===== src/rtl/fetch_unit.sv =====
// fetch_unit -- instruction-fetch stage of the SimpleRISC pipeline.
//
// Owns the PC and drives a synchronous instruction memory that returns data
// one cycle after the read is issued. A one-entry skid buffer catches the
// response that is already in flight when a downstream stall arrives, so the
// stream resumes without a bubble. It redirects on taken branches, freezes
// after fetching a halt word (opcode 5'b11111), and inserts NOP bubbles when
// nothing real is available.
//
// Optional build macro FETCH_PERF_EN adds two free-running performance
// counters (perf_fetched, perf_bubbles).
//
// Ports:
//   clk           clock, all state on rising edge
//   reset         synchronous, active-high reset
//   stall         hold IF/OF latch and PC (downstream interlock)
//   isBranchTaken redirect/flush request from execute (beats stall and halt)
//   branchPC      redirect target, used as-is
//   imem_addr     instruction memory read address (= internal PC)
//   imem_en       read issue strobe; data returns next cycle
//   imem_data     read data for the address issued the previous cycle
//   inst/pc/valid IF/OF latch (valid=0 marks a bubble)
//   halted        fetch frozen after a halt
//   perf_fetched  (FETCH_PERF_EN) edges where a valid inst entered the latch
//   perf_bubbles  (FETCH_PERF_EN) unstalled edges where a bubble was latched
module fetch_unit #(
  parameter logic [31:0] RESET_PC = 32'h0000_0000,
  parameter logic [31:0] PC_STEP  = 32'd4,
  parameter logic [31:0] NOP_INST = 32'h6800_0000
) (
  input  logic        clk,
  input  logic        reset,
  input  logic        stall,
  input  logic        isBranchTaken,
  input  logic [31:0] branchPC,
  output logic [31:0] imem_addr,
  output logic        imem_en,
  input  logic [31:0] imem_data,
  output logic [31:0] inst,
  output logic [31:0] pc,
  output logic        valid,
  output logic        halted
`ifdef FETCH_PERF_EN
  ,
  output logic [31:0] perf_fetched,
  output logic [31:0] perf_bubbles
`endif
);

  typedef enum logic {RUN = 1'b0, HALT = 1'b1} state_t;

  state_t      state_reg, state_next;

  logic [31:0] pc_reg;          // next fetch address
  logic        req_valid_reg;   // a read was issued last cycle
  logic [31:0] req_pc_reg;      // address of that read
  logic        skid_valid_reg;
  logic [31:0] skid_inst_reg;
  logic [31:0] skid_pc_reg;
  logic [31:0] inst_reg;
  logic [31:0] pc_out_reg;
  logic        valid_reg;

  // Word that would enter the latch this edge. The skid always holds the
  // older word, so it takes precedence over a live response.
  logic        load_any;
  logic [31:0] load_inst;
  logic [31:0] load_pc;
  logic        halt_load;

  assign load_inst = skid_valid_reg ? skid_inst_reg : imem_data;
  assign load_pc   = skid_valid_reg ? skid_pc_reg   : req_pc_reg;
  assign load_any  = ~isBranchTaken & ~stall & (skid_valid_reg | req_valid_reg);
  assign halt_load = load_any & (load_inst[31:27] == 5'b11111);

  // State register
  always_ff @(posedge clk) begin
    if (reset) state_reg <= RUN;
    else       state_reg <= state_next;
  end

  // Next-state logic
  always_comb begin
    state_next = state_reg;
    if (isBranchTaken)  state_next = RUN;
    else if (halt_load) state_next = HALT;
  end

  // Output logic
  always_comb begin
    halted  = (state_reg == HALT);
    imem_en = (state_reg == RUN) & ~stall & ~isBranchTaken;
  end

  assign imem_addr = pc_reg;
  assign inst      = inst_reg;
  assign pc        = pc_out_reg;
  assign valid     = valid_reg;

  // PC, request tracking, skid buffer and IF/OF latch
  always_ff @(posedge clk) begin
    if (reset) begin
      pc_reg         <= RESET_PC;
      req_valid_reg  <= 1'b0;
      req_pc_reg     <= 32'h0;
      skid_valid_reg <= 1'b0;
      skid_inst_reg  <= 32'h0;
      skid_pc_reg    <= 32'h0;
      inst_reg       <= NOP_INST;
      pc_out_reg     <= 32'h0;
      valid_reg      <= 1'b0;
    end else if (isBranchTaken) begin
      // Flush everything in flight; the redirected read issues next cycle.
      pc_reg         <= branchPC;
      req_valid_reg  <= 1'b0;
      skid_valid_reg <= 1'b0;
      inst_reg       <= NOP_INST;
      valid_reg      <= 1'b0;
    end else begin
      if (imem_en) begin
        req_valid_reg <= 1'b1;
        req_pc_reg    <= pc_reg;
        pc_reg        <= pc_reg + PC_STEP;
      end else begin
        req_valid_reg <= 1'b0;
      end

      if (stall) begin
        // No read issues while stalled, so at most one response lands here.
        if (req_valid_reg) begin
          skid_valid_reg <= 1'b1;
          skid_inst_reg  <= imem_data;
          skid_pc_reg    <= req_pc_reg;
        end
      end else begin
        if (load_any) begin
          inst_reg       <= load_inst;
          pc_out_reg     <= load_pc;
          valid_reg      <= 1'b1;
          skid_valid_reg <= 1'b0;
        end else begin
          inst_reg  <= NOP_INST;
          valid_reg <= 1'b0;
        end
        // A halt parks the PC just past itself and drops the read issued
        // alongside it, so nothing younger than the halt ever reaches the latch.
        if (halt_load) begin
          pc_reg        <= load_pc + PC_STEP;
          req_valid_reg <= 1'b0;
        end
      end
    end
  end

`ifdef FETCH_PERF_EN
  logic [31:0] perf_fetched_reg;
  logic [31:0] perf_bubbles_reg;

  always_ff @(posedge clk) begin
    if (reset) begin
      perf_fetched_reg <= 32'h0;
      perf_bubbles_reg <= 32'h0;
    end else if (~stall) begin
      if (load_any) perf_fetched_reg <= perf_fetched_reg + 32'd1;
      else          perf_bubbles_reg <= perf_bubbles_reg + 32'd1;
    end
  end

  assign perf_fetched = perf_fetched_reg;
  assign perf_bubbles = perf_bubbles_reg;
`endif

endmodule

===== config.mk =====
export PLATFORM = sky130hd
export DESIGN_NAME = fetch_unit
export DESIGN_NICKNAME = d
export VERILOG_FILES = /design/src/rtl/fetch_unit.sv
export SDC_FILE = /design/constraint.sdc
export NUM_CORES = 1
export LEC_CHECK = 0
export ABC_AREA = 1
export CORE_ASPECT_RATIO = 0.8
export CORE_UTILIZATION = 40
export DETAILED_ROUTE_END_ITERATION = 6
export GPL_TIMING_DRIVEN = 1
export HOLD_SLACK_MARGIN = 0.02
export PLACE_DENSITY_LB_ADDON = 0.1
export SYNTH_ARGS = -nofsm -noshare
export SYNTH_HDL_FRONTEND = slang
export SYNTH_SLANG_ARGS = --single-unit

===== constraint.sdc =====
create_clock -name clk -period 5.7 [get_ports clk]
set_clock_uncertainty 0.05 [all_clocks]
set_input_delay 1.425 -clock clk [delete_from_list [all_inputs] [get_ports clk]]
set_output_delay 1.425 -clock clk [all_outputs]
set_load 0.05 [all_outputs]

Word level (Yosys, flattened, before mapping):

Index checks and enable logic that the tools add are counted.
W data, S select, Z words.

* register bits after elaboration: 196
* bits of input ports: 68
* output and inout bits: 99
* logic and storage cells: 43

* add/subtract/negate cells: 2
* equality and inequality tests: 2
* mux-type cells: 14
* bitwise logic cells: 9
* reduce and logical (&&, ||, !) cells: 6

Operators by type and width (count)
* $mux W32: 7
* $add A32 B3 Y32 const B: 2
* $mux W1: 7
* $reduce_and A3 Y1: 2
* $and A1 B1 Y1: 5
* $eq A5 B5 Y1 const B: 1
* $reduce_and A2 Y1: 2
* $not A1 Y1: 3
* $ne A2 B1 Y1 const B: 1
* $reduce_bool A2 Y1: 1
* $reduce_or A2 Y1: 1
* $or A1 B1 Y1: 1

Depth between registers and ports, before layout:

Gate-level depths: netlist of the first run.

* depth after elaboration: 7
* depth in mapped cells: 15

Worst setup path after synthesis of the first run:

Ideal clock, no wire load.

* kind: input -> output
* start point: input port stall
* end point: output port imem_en
* arrival: 2.643 ns
* required time: 4.225 ns
* setup slack: 1.582 ns
* stages: 5
* buffers on the path: 2
* path through: nor2_1 -> nand2_1 -> inv_1 -> buf_2 -> buf_1

* word-level cells in the longest chain between the ends: 3

RTL lines
* start: declaration: RTL line 33 `input logic stall,`
* $not A1 Y1 (no source line)
* $and A1 B1 Y1 (2 in a row): RTL line 92 `imem_en = (state_reg == RUN) & ~stall & ~isBranchTaken;`
* end: declaration: RTL line 37 `output logic imem_en,`

No other way between the ends.

Worst setup path after layout of the first run:

Ends and elaborated chain as after synthesis.

==> qor_table.md, run 1 <==
| Result | Reported | Unit |
|:---|:---|:---|
| DRT Pass-1 Iters | 5 | - |
| Die ar. | 0.0238 | mm^2 |
| Number of buffers inserted during clock tree synthesis | 17 | - |
| Kind of cell adding the most delay to the critical path | buffers and inverters | - |
| Signal arrival time at the worst endpoint | 2.78 | ns |
| Setup-violating endpoint count in the final report | 0 | - |
| CP Cell Sequence | clkdlybuf4s50_1 -> buf_4 -> nor2_1 -> nand2_1 -> inv_1 -> buf_12 | - |
| Longest individual stage delay on the worst path | 0.45 | ns |
| DIE WIDTH | 172 | um |
| Total number of vias | 9286 | - |
| Largest cells by area after synthesis | dfxtp_1 42%, nand2_1 12%, o21ai_0 8.8%, nor2_1 8.8%, nand3_1 5.9% | - |
| Max-cap violation count | 0 | - |
| Maximum resistive drop on vdd | 0.000190 | V |
| Max-slew violations | 0 | - |
| Unique cell type count in the Yosys netlist | 35 | - |
| Most instantiated library cell after synthesis | nand2_1 | - |
| Initial standard-cell utilization of the core | 41.0 | % |
| Endpoint kind of the worst setup timing path | output pin | - |
| Detail-routed via count per cell | 5.16 | - |
| Run status | finished, final reports clean | - |
| Net switching share of the total power | 30.3 | % |
| Number of H-tree levels | 4 | - |
| Power dissipated by switching net loads | 0.932 | mW |
| WS Path Type | primary input to output pin | - |
| Clock share of power | 40.4 | % |
| Largest buffer count on any clock path | 2 | - |
| Avg WL per Cell | 17.1 | um |
| Detailed-route DRC error count | 0 | - |
| Worst min path class | flip-flop to flip-flop | - |
| Cell at the root of the clock tree | clkbuf_16 | - |
| Dpl ws | 1.42 | ns |
| Weighted congestion reported at the end of routability-driven placement | 0.921 | - |
| Via count of the first global-routing pass | 8385 | - |
| Grt ovf | 0 | - |
| Portion of total power attributed to combinational logic | 12.2 | % |
| Number of hold-slack violations in the final timing report | 0 | - |
| Clock latency at the later pin of the worst-skew pair | 0.45 | ns |
| Flops & latches, synth | 196 | - |
| Residual antenna-violating net count after detailed routing | 0 | - |
| Worst endpoint required time | 4.22 | ns |
| Mean post-synth cell area | 6.84 | um^2 |
| Worst Setup Slack, final | 1.44 | ns |
| Post-Synthesis Net Count | 1425 | - |
| Number of enable-type register cells in the synthesized netlist | 0 | - |
| Vertical extent of the die | 138 | um |
| Site row count | 49 | - |
| Type of origin of the critical path | primary input | - |
| Core box area | 0.0226 | mm^2 |
| Syn Std Cell Area | 0.00927 | mm^2 |
| Post-synth top cells | 308 x nand2_1, 217 x nor2_1, 196 x dfxtp_1 | - |
| Number of buffers inserted by hold repair at cts | 0 | - |
| Synth-to-layout area growth | 26.0 | % |
| Max-Slew Margin vs Limit | 22.3 | % |
| Port bufs | 166 | - |
| Pwr/cell area | 263 | mW/mm^2 |
| Starting DRT DRC Count | 687 | - |
| Clock-pin slew reported for the worst setup and hold paths after clock tree synthesis | 0.08 | ns |
| Primary FF master, synth | dfxtp_1 | - |
| Cell type contributing the most total cell area after synthesis | dfxtp_1 | - |
| Total negative slack | 0 | ns |
| Flop-to-flop setup slack | 2.44 | ns |
| Global-route wire length before repair | 48.0 | mm |
| Cell count after synthesis | 1355 | - |
| IO Count | 167 | - |
| Post-synthesis sequential area ratio | 42.3 | % |
| Highest-delay cell along the critical path | clkdlybuf4s50_1 | - |
| Portion of total power attributed to sequential cells | 47.4 | % |
| Layout cells sized above 1 | 4.76 | % |
| Yosys warnings | 0 | - |
| Proportion of register bits with asynchronous set or reset after synthesis | 0 | % |
| Aggregate global-route resource usage | 26.4 | % |
| Worst Path Max Fanout | 32 | - |
| Antenna violations before repair | 0 | - |
| Number of sinks driven by the clock tree | 196 | - |
| Internal power contribution | 2.14 | mW |
| Transition time of the tightest slew-check pin | 1.16 | ns |
| Largest net degree at the start of global routing | 71 | - |
| Final WL | 30.7 | mm |
| Post-CTS Setup Repair Bufs | 0 | - |
| Fraction of the cycle the final worst path needs | 74.7 | % |
| RSZ-0062 raised after global routing | false | - |
| Clock tree from TritonCTS | yes | - |
| Post-cts gate resize count | 0 | - |
| HPWL after detailed placement | 21.6 | mm |
| Total number of nets in the final design | 1549 | - |
| Post-layout minimum cycle time | 4.26 | ns |
| Number of inserted diodes | 0 | - |
| Static Leakage | 4.43 | nW |
| Highest achievable clock rate | 235 | MHz |
| Area share of the largest cell type after synthesis | 42.3 | % |
| Total buffers and inverters traversed by the critical path | 4 | - |
power groups by stage:
stage / logic (mW) / registers, mW / clock network [mW]
finish: 0.374 / 1.46 / 1.24
CTS: 0.373 / 1.45 / 1.27
detailed placement: 0.371 / 1.49 / 0
floorplan: 0.149 / 1.55 / 0
global placement: 0.369 / 1.49 / 0
global route: 0.408 / 1.46 / 1.32
final timing paths:
kind	startpoint	to	depth (start not counted)
worst max register to register	skid_valid_reg$_SDFFE_PP0P_	imem_addr[30]$_SDFF_PP0_	13
worst max-delay path	stall	imem_en	6
worst min register to register	skid_pc_reg[4]$_SDFFE_PP0P_	skid_pc_reg[4]$_SDFFE_PP0P_	2
worst min-delay path	skid_pc_reg[4]$_SDFFE_PP0P_	skid_pc_reg[4]$_SDFFE_PP0P_	2
worst reg2reg max path, cell delays in order (launching register included):
cell,delay (ns)
dfxtp_4,0.72
buf_4,0.60
nand2_1,0.15
nand2_1,0.14
ha_1,0.19
nand3_1,0.17
nor2_4,0.19
nand2_1,0.16
nor2_1,0.21
nand2_1,0.08
nand2_1,0.06
nand3_1,0.23
nand2_1,0.16
nand2_1,0.05
placed cells by master (no fill, tap or decap), drive strengths merged:
cell	count
nand4	4
nor3b	1
clkbuf	17
o21ai	181
buf	13
clkdlybuf4s50	165
a211oi	28
nor2	224
nor3	14
a21oi	60
clkinvlp	1
xnor2	2
nand2	313
and2	2
xor2	5
or2	2
clkinv	5
nand3b	2
inv	108
ha	2
o21a	2
a31oi	2
o211ai	4
o22ai	3
mux2i	27
nand3	109
dfxtp	196
metal layers:
metal | up-vias | part of all wire [%] | routed length, um | global-route usage (%)
met3 | 41 | 8.6 | 2630 | 7.64
met4 | 0 | 1.9 | 578 | 7.69
li1 | 4685 | - | - | -
met5 | - | 0 | 0 | 0
met2 | 338 | 41 | 12500 | 35.7
met1 | 4222 | 49 | 15000 | 39.8
logic make-up after synthesis:
group                    Yosys count  synth area share (%)
AND/OR/NAND/NOR                  671                  29.8
AO/OA/AOI/OAI                    280                  16.2
flip-flops                       196                  42.3
buffers and inverters            172                  7.83
multiplexers                      27                  2.92
XOR/XNOR                           7                 0.661
adder cells (fa/ha/maj)            2                 0.270
per-stage QoR:
stage          util (%)  hold WS, ns  instance area, um^2  instances  power [mW]
2_1_floorplan         -        0.374                 9270       1355        1.69
3_3_place_gp       49.0        0.381                11100       1766        1.86
3_5_place_dp       49.0        0.387                11100       1766        1.86
4_1_cts            51.6        0.398                11700       1798        3.09
5_1_grt            51.6        0.426                11700       1798        3.19
6_report           51.6        0.395                11700       1798        3.07
area by class of cell:
class	instances	area [um^2]
Clock buffer	17	425
Inverter	99	372
Tap cell	306	383
Clock inverter	15	178
Multi-Input combinational cell	987	4640
Sequential cell	196	3930
Fill cell	2293	10900
Timing Repair Buffer	178	1760
(Power assumes the default switching activity.)
==> inputs of run 2 (changes only) <==
==> constraint.sdc (replaced) <==
create_clock -name clk -period 4.1 [get_ports clk]
set_clock_uncertainty 0.05 [all_clocks]
set_input_delay 1.025 -clock clk [delete_from_list [all_inputs] [get_ports clk]]
set_output_delay 1.025 -clock clk [all_outputs]
set_load 0.05 [all_outputs]
==> run 2 against run 1 <==
  * Largest cell class unchanged
  * First-iteration DRC count is 22% higher
  * Wire length shrank 1.1%
  * Highest routed layer unchanged
  * Register-to-register slack worse by 1.4 ns
  * Non-clock buffer count grew 12
==> qor_table.md, run 2 (synthesized netlist as in run 1, its figures left out) <==
| Result | Reported | Unit | Delta |
|:---|:---|:---|:---|
| Layout cells sized above 1 | 5.45 | % | was 4.76% |
| Transition time of the tightest slew-check pin | 0.983 | ns | was 1.16 ns |
| Worst setup path startpoint | stall | - | unchanged |
| Final design area excluding fillers | 0.0118 | mm^2 | was 0.0117 mm^2 |
| Longest individual stage delay on the worst path | 0.42 | ns | was 0.45 ns |
| Core box area | 0.0226 | mm^2 | unchanged |
| Endpoint kind of the worst setup timing path | output pin | - | unchanged |
| Aggregate global-route resource usage | 26.0 | % | was 26.4% |
| Fraction of the cycle the final worst path needs | 77.5 | % |  |
| Hold Crit Depth | 2 | - | unchanged |
| Detailed-route DRC error count | 0 | - | unchanged |
| Residual antenna-violating net count after detailed routing | 0 | - | unchanged |
| WS Path Type | primary input to output pin | - | unchanged |
| Highest achievable clock rate | 315 | MHz |  |
| Most frequent cells in the layout | 308 x nand2_1, 215 x nor2_1, 195 x dfxtp_1 | - | unchanged |
| Detail-routed via count per cell | 5.12 | - | was 5.16 |
| Worst reg2reg path depth | 13 | - | unchanged |
| Signal arrival time at the worst endpoint | 2.10 | ns | was 2.78 ns |
| Number of H-tree levels | 4 | - | unchanged |
| Max-cap violation count | 0 | - | unchanged |
| Post-cts gate resize count | 0 | - | unchanged |
| Pwr/cell area | 357 | mW/mm^2 | was 263 mW/mm^2 |
| Worst-case hold path end point | skid_pc_reg[4]$_SDFFE_PP0P_ | - | unchanged |
| Worst min path class | flip-flop to flip-flop | - | unchanged |
| Avg WL per Cell | 16.8 | um | was 17.1 um |
| Clock latency at the later pin of the worst-skew pair | 0.44 | ns | was 0.45 ns |
| Flop-to-flop setup slack | 1.07 | ns | was 2.44 ns |
| Total negative slack | 0 | ns | unchanged |
| Total buffers and inverters traversed by the critical path | 3 | - | was 4 |
| Hold_sp | skid_pc_reg[4]$_SDFFE_PP0P_ | - | unchanged |
| Number of buffers inserted during clock tree synthesis | 17 | - | unchanged |
| Setup-violating endpoint count in the final report | 0 | - | unchanged |
| Most common cell after layout, fill and taps aside | nand2_1 | - | unchanged |
| Type of origin of the critical path | primary input | - | unchanged |
| Via count of the first global-routing pass | 8231 | - | was 8385 |
| Total number of nets in the final design | 1561 | - | was 1549 |
| IO Count | 167 | - | unchanged |
| DIE WIDTH | 172 | um | unchanged |
| Die ar. | 0.0238 | mm^2 | unchanged |
| Post-CTS Setup Repair Bufs | 0 | - | unchanged |
| RSZ-0062 raised after global routing | false | - | unchanged |
| Highest-delay cell along the critical path | clkdlybuf4s50_1 | - | unchanged |
| Number of sinks driven by the clock tree | 196 | - | unchanged |
| Initial standard-cell utilization of the core | 41.0 | % | unchanged |
| Synth-to-layout area growth | 26.8 | % | was 26.0% |
| Largest net degree at the start of global routing | 71 | - | unchanged |
| Worst Path Max Fanout | 3 | - | was 32 |
| Starting DRT DRC Count | 838 | - | was 687 |
| Max-slew violations | 0 | - | unchanged |
| Post-layout minimum cycle time | 3.18 | ns |  |
| Global-route wire length before repair | 47.3 | mm | was 48.0 mm |
| Cell area reported after detailed placement | 0.0112 | mm^2 | was 0.0111 mm^2 |
| Antenna violations before repair | 0 | - | unchanged |
| Number of inserted diodes | 0 | - | unchanged |
| Kind of cell adding the most delay to the critical path | buffers and inverters | - | unchanged |
| Weighted congestion reported at the end of routability-driven placement | 0.916 | - | was 0.921 |
| Grt ovf | 0 | - | unchanged |
| Startpoint of the worst register-to-register path | skid_valid_reg$_SDFFE_PP0P_ | - | unchanged |
| Number of buffers inserted by hold repair at cts | 0 | - | unchanged |
| Clock-pin slew reported for the worst setup and hold paths after clock tree synthesis | 0.07 | ns | was 0.08 ns |
| Worst endpoint required time | 3.02 | ns | was 4.22 ns |
| Vertical extent of the die | 138 | um | unchanged |
| Number of hold-slack violations in the final timing report | 0 | - | unchanged |
| Static Leakage | 4.47 | nW | was 4.43 nW |
| Max-Slew Margin vs Limit | 33.8 | % | was 22.3% |
| Total number of vias | 9265 | - | was 9286 |
| Site row count | 49 | - | unchanged |
| Largest buffer count on any clock path | 2 | - | unchanged |
| Clock tree from TritonCTS | yes | - | unchanged |
| HPWL after detailed placement | 21.7 | mm | was 21.6 mm |
| DRT Pass-1 Iters | 6 | - | was 5 |
| Final WL | 30.4 | mm | was 30.7 mm |
| Capture point of the worst reg-to-reg path | imem_addr[30]$_SDFF_PP0_ | - | unchanged |
| CP Cell Sequence | clkdlybuf4s50_1 -> nor2_1 -> nand2_1 -> inv_1 -> buf_12 | - | was clkdlybuf4s50_1 -> buf_4 -> nor2_1 -> nand2_1 -> inv_1 -> buf_12 |
| Cell at the root of the clock tree | clkbuf_16 | - | unchanged |
| Port bufs | 166 | - | unchanged |
| Maximum resistive drop on vdd | 0.000218 | V | was 0.000190 V |
| Core Util, Final | 51.9 | % | was 51.6% |
| Run status | finished, final reports clean | - | unchanged |
[run 2: cell types whose count changed in the layout (fill, tap and decap cells not counted)]
cell	previous run	this run
clkbuf_1	0	1
clkinv_2	0	1
buf_12	1	2
inv_8	1	3
inv_6	7	5
clkinvlp_4	1	2
buf_4	12	23
clkinv_4	0	1
clkinv_8	5	2
inv_12	1	0
[run 2: report_power, final]
group          total, mW  switching (mW)  internal [mW]
Sequential          2.02          0.0596           1.96
Combinational      0.525           0.337          0.188
Clock               1.65           0.836          0.810
[run 2: layer usage]
layer  global-route usage (%)  vias up  share of wire, %
met1                     40.5     4208                50
met3                     4.95       23               7.3
met4                     5.87        0               1.0
li1                         -     4707                 -
met2                     36.4      327                41
met5                        0        -                 0
[run 2: tightest hold or removal path: stages (launching register included)]
cell     delay [ns]
dfxtp_1        0.31
inv_1          0.05
a21oi_1        0.05
[run 2: per-stage QoR]
stage                     hold slack [ns]  std cells  setup WS, ns  power (mW)
after floorplan                     0.374       1355         0.782        2.36
after global placement              0.382       1778         0.774        2.58
after detailed placement            0.387       1778         0.738        2.59
after CTS                           0.397       1810         0.916        4.22
after global routing                0.417       1810         0.780        4.36
final                               0.400       1810         0.922        4.20
[run 2: worst max path at each step]
stage                                                to  cells past startpoint
after floorplan                                 imem_en                      5
after global placement    skid_inst_reg[5]$_SDFFE_PP0P_                      8
after detailed placement   skid_pc_reg[13]$_SDFFE_PP0P_                      7
after CTS                                       imem_en                      5
after global routing           imem_addr[30]$_SDFF_PP0_                     13
final                                           imem_en                      5
[run 2: layout make-up]
| class | instances | area (um^2) |
|---|---|---|
| multi-input cells | 987 | 4640 |
| flip-flops and latches | 196 | 3930 |
| inverters | 99 | 372 |
| fillers | 2235 | 10900 |
| clock inverters | 14 | 139 |
| clock buffers | 18 | 429 |
| well taps | 306 | 383 |
| repair buffers | 190 | 1860 |
==> inputs of run 3 (changes only) <==
==> constraint.sdc (replaced) <==
create_clock -name clk -period 2.9 [get_ports clk]
set_clock_uncertainty 0.05 [all_clocks]
set_input_delay 0.725 -clock clk [delete_from_list [all_inputs] [get_ports clk]]
set_output_delay 0.725 -clock clk [all_outputs]
set_load 0.05 [all_outputs]
==> run 3 against run 2 <==
  * Wire length decreased by 0.35%
  * Via count increased by 0.13%
  * Non-clock buffer count is 12 higher
  * Sequential cell count unchanged
  * Global-route usage decreased by 0.27 points
  * Combinational power is 43% higher
  * Register-to-register slack got worse by 0.74 ns
  * Critical path depth grew 1
==> qor_table.md, run 3 (synthesized netlist as in run 1, its figures left out) <==
| Result | Reported | Unit | Delta |
|:---|:---|:---|:---|
| Worst endpoint required time | 2.12 | ns | was 3.02 ns |
| Highest-delay cell along the critical path | clkdlybuf4s50_1 | - | unchanged |
| Largest buffer count on any clock path | 2 | - | unchanged |
| Number of inserted diodes | 0 | - | unchanged |
| Die ar. | 0.0238 | mm^2 | unchanged |
| Weighted congestion reported at the end of routability-driven placement | 0.909 | - | was 0.916 |
| Number of H-tree levels | 4 | - | unchanged |
| Site row count | 49 | - | unchanged |
| Avg WL per Cell | 16.6 | um | was 16.8 um |
| Internal power contribution | 4.20 | mW | was 2.96 mW |
| RSZ-0062 raised after global routing | false | - | unchanged |
| Fraction of the cycle the final worst path needs | 96.5 | % |  |
| Detailed-route DRC error count | 0 | - | unchanged |
| Clock-pin slew reported for the worst setup and hold paths after clock tree synthesis | 0.07 | ns | about the same |
| Grt ovf | 0 | - | unchanged |
| Net switching share of the total power | 29.2 | % | was 29.4% |
| Maximum resistive drop on vdd | 0.000307 | V | was 0.000218 V |
| Total buffers and inverters traversed by the critical path | 4 | - | was 3 |
| Setup-violating endpoint count in the final report | 0 | - | unchanged |
| Port bufs | 166 | - | unchanged |
| Post-layout minimum cycle time | 2.80 | ns |  |
| Most common cell after layout, fill and taps aside | nand2_1 | - | unchanged |
| HPWL after detailed placement | 22.3 | mm | was 21.7 mm |
| Signal arrival time at the worst endpoint | 2.02 | ns | was 2.10 ns |
| Residual antenna-violating net count after detailed routing | 0 | - | unchanged |
| Power after layout | 5.93 | mW | was 4.20 mW |
| Antenna violations before repair | 0 | - | unchanged |
| Aggregate global-route resource usage | 25.8 | % | was 26.0% |
| Cell at the root of the clock tree | clkbuf_16 | - | unchanged |
| Type of origin of the critical path | primary input | - | unchanged |
| Pwr/cell area | 497 | mW/mm^2 | was 357 mW/mm^2 |
| Dpl ws | 0.0252 | ns | was 0.738 ns |
| IO Count | 167 | - | unchanged |
| Run status | finished, final reports clean | - | unchanged |
| Detail-routed via count per cell | 5.09 | - | was 5.12 |
| Portion of total power attributed to combinational logic | 12.7 | % | was 12.5% |
| Transition time of the tightest slew-check pin | 0.898 | ns | was 0.983 ns |
| Portion of total power attributed to sequential cells | 48.3 | % | about the same |
| Layout cells sized above 1 | 6.33 | % | was 5.45% |
| Worst Setup Slack, final | 0.102 | ns | was 0.922 ns |
| DIE WIDTH | 172 | um | unchanged |
| Number of buffers inserted during clock tree synthesis | 17 | - | unchanged |
| Synth-to-layout area growth | 28.5 | % | was 26.8% |
| Highest achievable clock rate | 357 | MHz |  |
| Longest individual stage delay on the worst path | 0.44 | ns | was 0.42 ns |
| Clock latency at the later pin of the worst-skew pair | 0.44 | ns | about the same |
| Max-slew violations | 0 | - | unchanged |
| Final WL | 30.3 | mm | was 30.4 mm |
| Global-route wire length before repair | 46.9 | mm | was 47.3 mm |
| Endpoint kind of the worst setup timing path | output pin | - | unchanged |
| Post-CTS Setup Repair Bufs | 0 | - | unchanged |
| Static Leakage | 4.57 | nW | was 4.47 nW |
| Clock tree from TritonCTS | yes | - | unchanged |
| Initial standard-cell utilization of the core | 41.0 | % | unchanged |
| CP Cell Sequence | clkdlybuf4s50_1 -> nor2_2 -> nand2_1 -> inv_1 -> buf_4 -> buf_12 | - | was clkdlybuf4s50_1 -> nor2_1 -> nand2_1 -> inv_1 -> buf_12 |
| Clock share of power | 39.0 | % | was 39.2% |
| WS Path Type | primary input to output pin | - | unchanged |
| Max-Slew Margin vs Limit | 39.5 | % | was 33.8% |
| Starting DRT DRC Count | 732 | - | was 838 |
| Number of sinks driven by the clock tree | 196 | - | unchanged |
| DRT Pass-1 Iters | 5 | - | was 6 |
| Worst Path Max Fanout | 7 | - | was 3 |
| Core Util, Final | 52.7 | % | was 51.9% |
| Core box area | 0.0226 | mm^2 | unchanged |
| Power dissipated by switching net loads | 1.73 | mW | was 1.23 mW |
| Via count of the first global-routing pass | 8287 | - | was 8231 |
| Largest net degree at the start of global routing | 61 | - | was 71 |
| Flop-to-flop setup slack | 0.33 | ns | was 1.07 ns |
| Max-cap violation count | 0 | - | unchanged |
| Most frequent cells in the layout | 308 x nand2_1, 214 x nor2_1, 195 x dfxtp_1 | - | was 308 x nand2_1, 215 x nor2_1, 195 x dfxtp_1 |
| Total number of nets in the final design | 1573 | - | was 1561 |
| Kind of cell adding the most delay to the critical path | buffers and inverters | - | unchanged |
| Number of hold-slack violations in the final timing report | 0 | - | unchanged |
| Worst min path class | flip-flop to flip-flop | - | unchanged |
| Total number of vias | 9277 | - | was 9265 |
| Vertical extent of the die | 138 | um | unchanged |
| Total negative slack | 0 | ns | unchanged |
## run 3: cell types whose count changed in the layout (fill, tap and decap cells not counted), sizes merged
| cell | change |
|---|---|
| inv | -1 |
| clkinvlp | -1 |
| clkbuf | -1 |
| clkinv | +3 |
| buf | +12 |
## run 3: layout make-up
cell class / count / area (um^2)
Fill cell: 2214 / 10700
Multi-Input combinational cell: 987 / 4640
Sequential cell: 196 / 3930
Timing Repair Buffer: 202 / 2030
Clock buffer: 17 / 425
Tap cell: 306 / 383
Inverter: 99 / 372
Clock inverter: 15 / 140
## run 3: worst paths after layout
path                                      from                      endpoint  cells past startpoint
setup / recovery                         stall                       imem_en                      6
hold / removal    skid_pc_reg[15]$_SDFFE_PP0P_  skid_pc_reg[15]$_SDFFE_PP0P_                      2
setup reg to reg   skid_valid_reg$_SDFFE_PP0P_      imem_addr[30]$_SDFF_PP0_                     12
hold reg to reg   skid_pc_reg[15]$_SDFFE_PP0P_  skid_pc_reg[15]$_SDFFE_PP0P_                      2
## run 3: what timing repair did
action                                  in CTS  in global routing
gates resized for setup                      0                  1
endpoints found under the setup margin       0                  1
hold buffers                                 0                  0
## run 3: metrics by stage
stage | cells | hold WS [ns] | area (um^2)
6_report | 1822 | 0.403 | 11900
5_1_grt | 1822 | 0.427 | 11900
4_1_cts | 1822 | 0.401 | 11900
3_5_place_dp | 1790 | 0.388 | 11300
3_3_place_gp | 1790 | 0.380 | 11300
2_1_floorplan | 1355 | 0.374 | 9270
## run 3: routing by layer
layer | part of all wire [%] | track usage [%] | up-vias | routed length (um)
li1 | - | - | 4738 | -
met1 | 50 | 39.0 | 4208 | 15100
met2 | 41 | 35.9 | 310 | 12400
met3 | 8.3 | 7.16 | 21 | 2520
met4 | 0.97 | 5.50 | 0 | 295
met5 | 0 | 0 | - | 0
## run 3: power by group through the flow
stage / Clock (mW) / Sequential [mW] / Combinational, mW
after CTS: 2.36 / 2.86 / 0.750
after global placement: 0 / 2.92 / 0.744
final: 2.31 / 2.86 / 0.753
after global routing: 2.46 / 2.87 / 0.818
after floorplan: 0 / 3.04 / 0.293
after detailed placement: 0 / 2.92 / 0.747
## run 3: worst register-to-register path: cells and delay by family (launching register included)
family / cells / cell delay, ns
and+or+nand+nor: 11 / 1.58
DFF: 1 / 0.56
adders and majority gates: 1 / 0.29
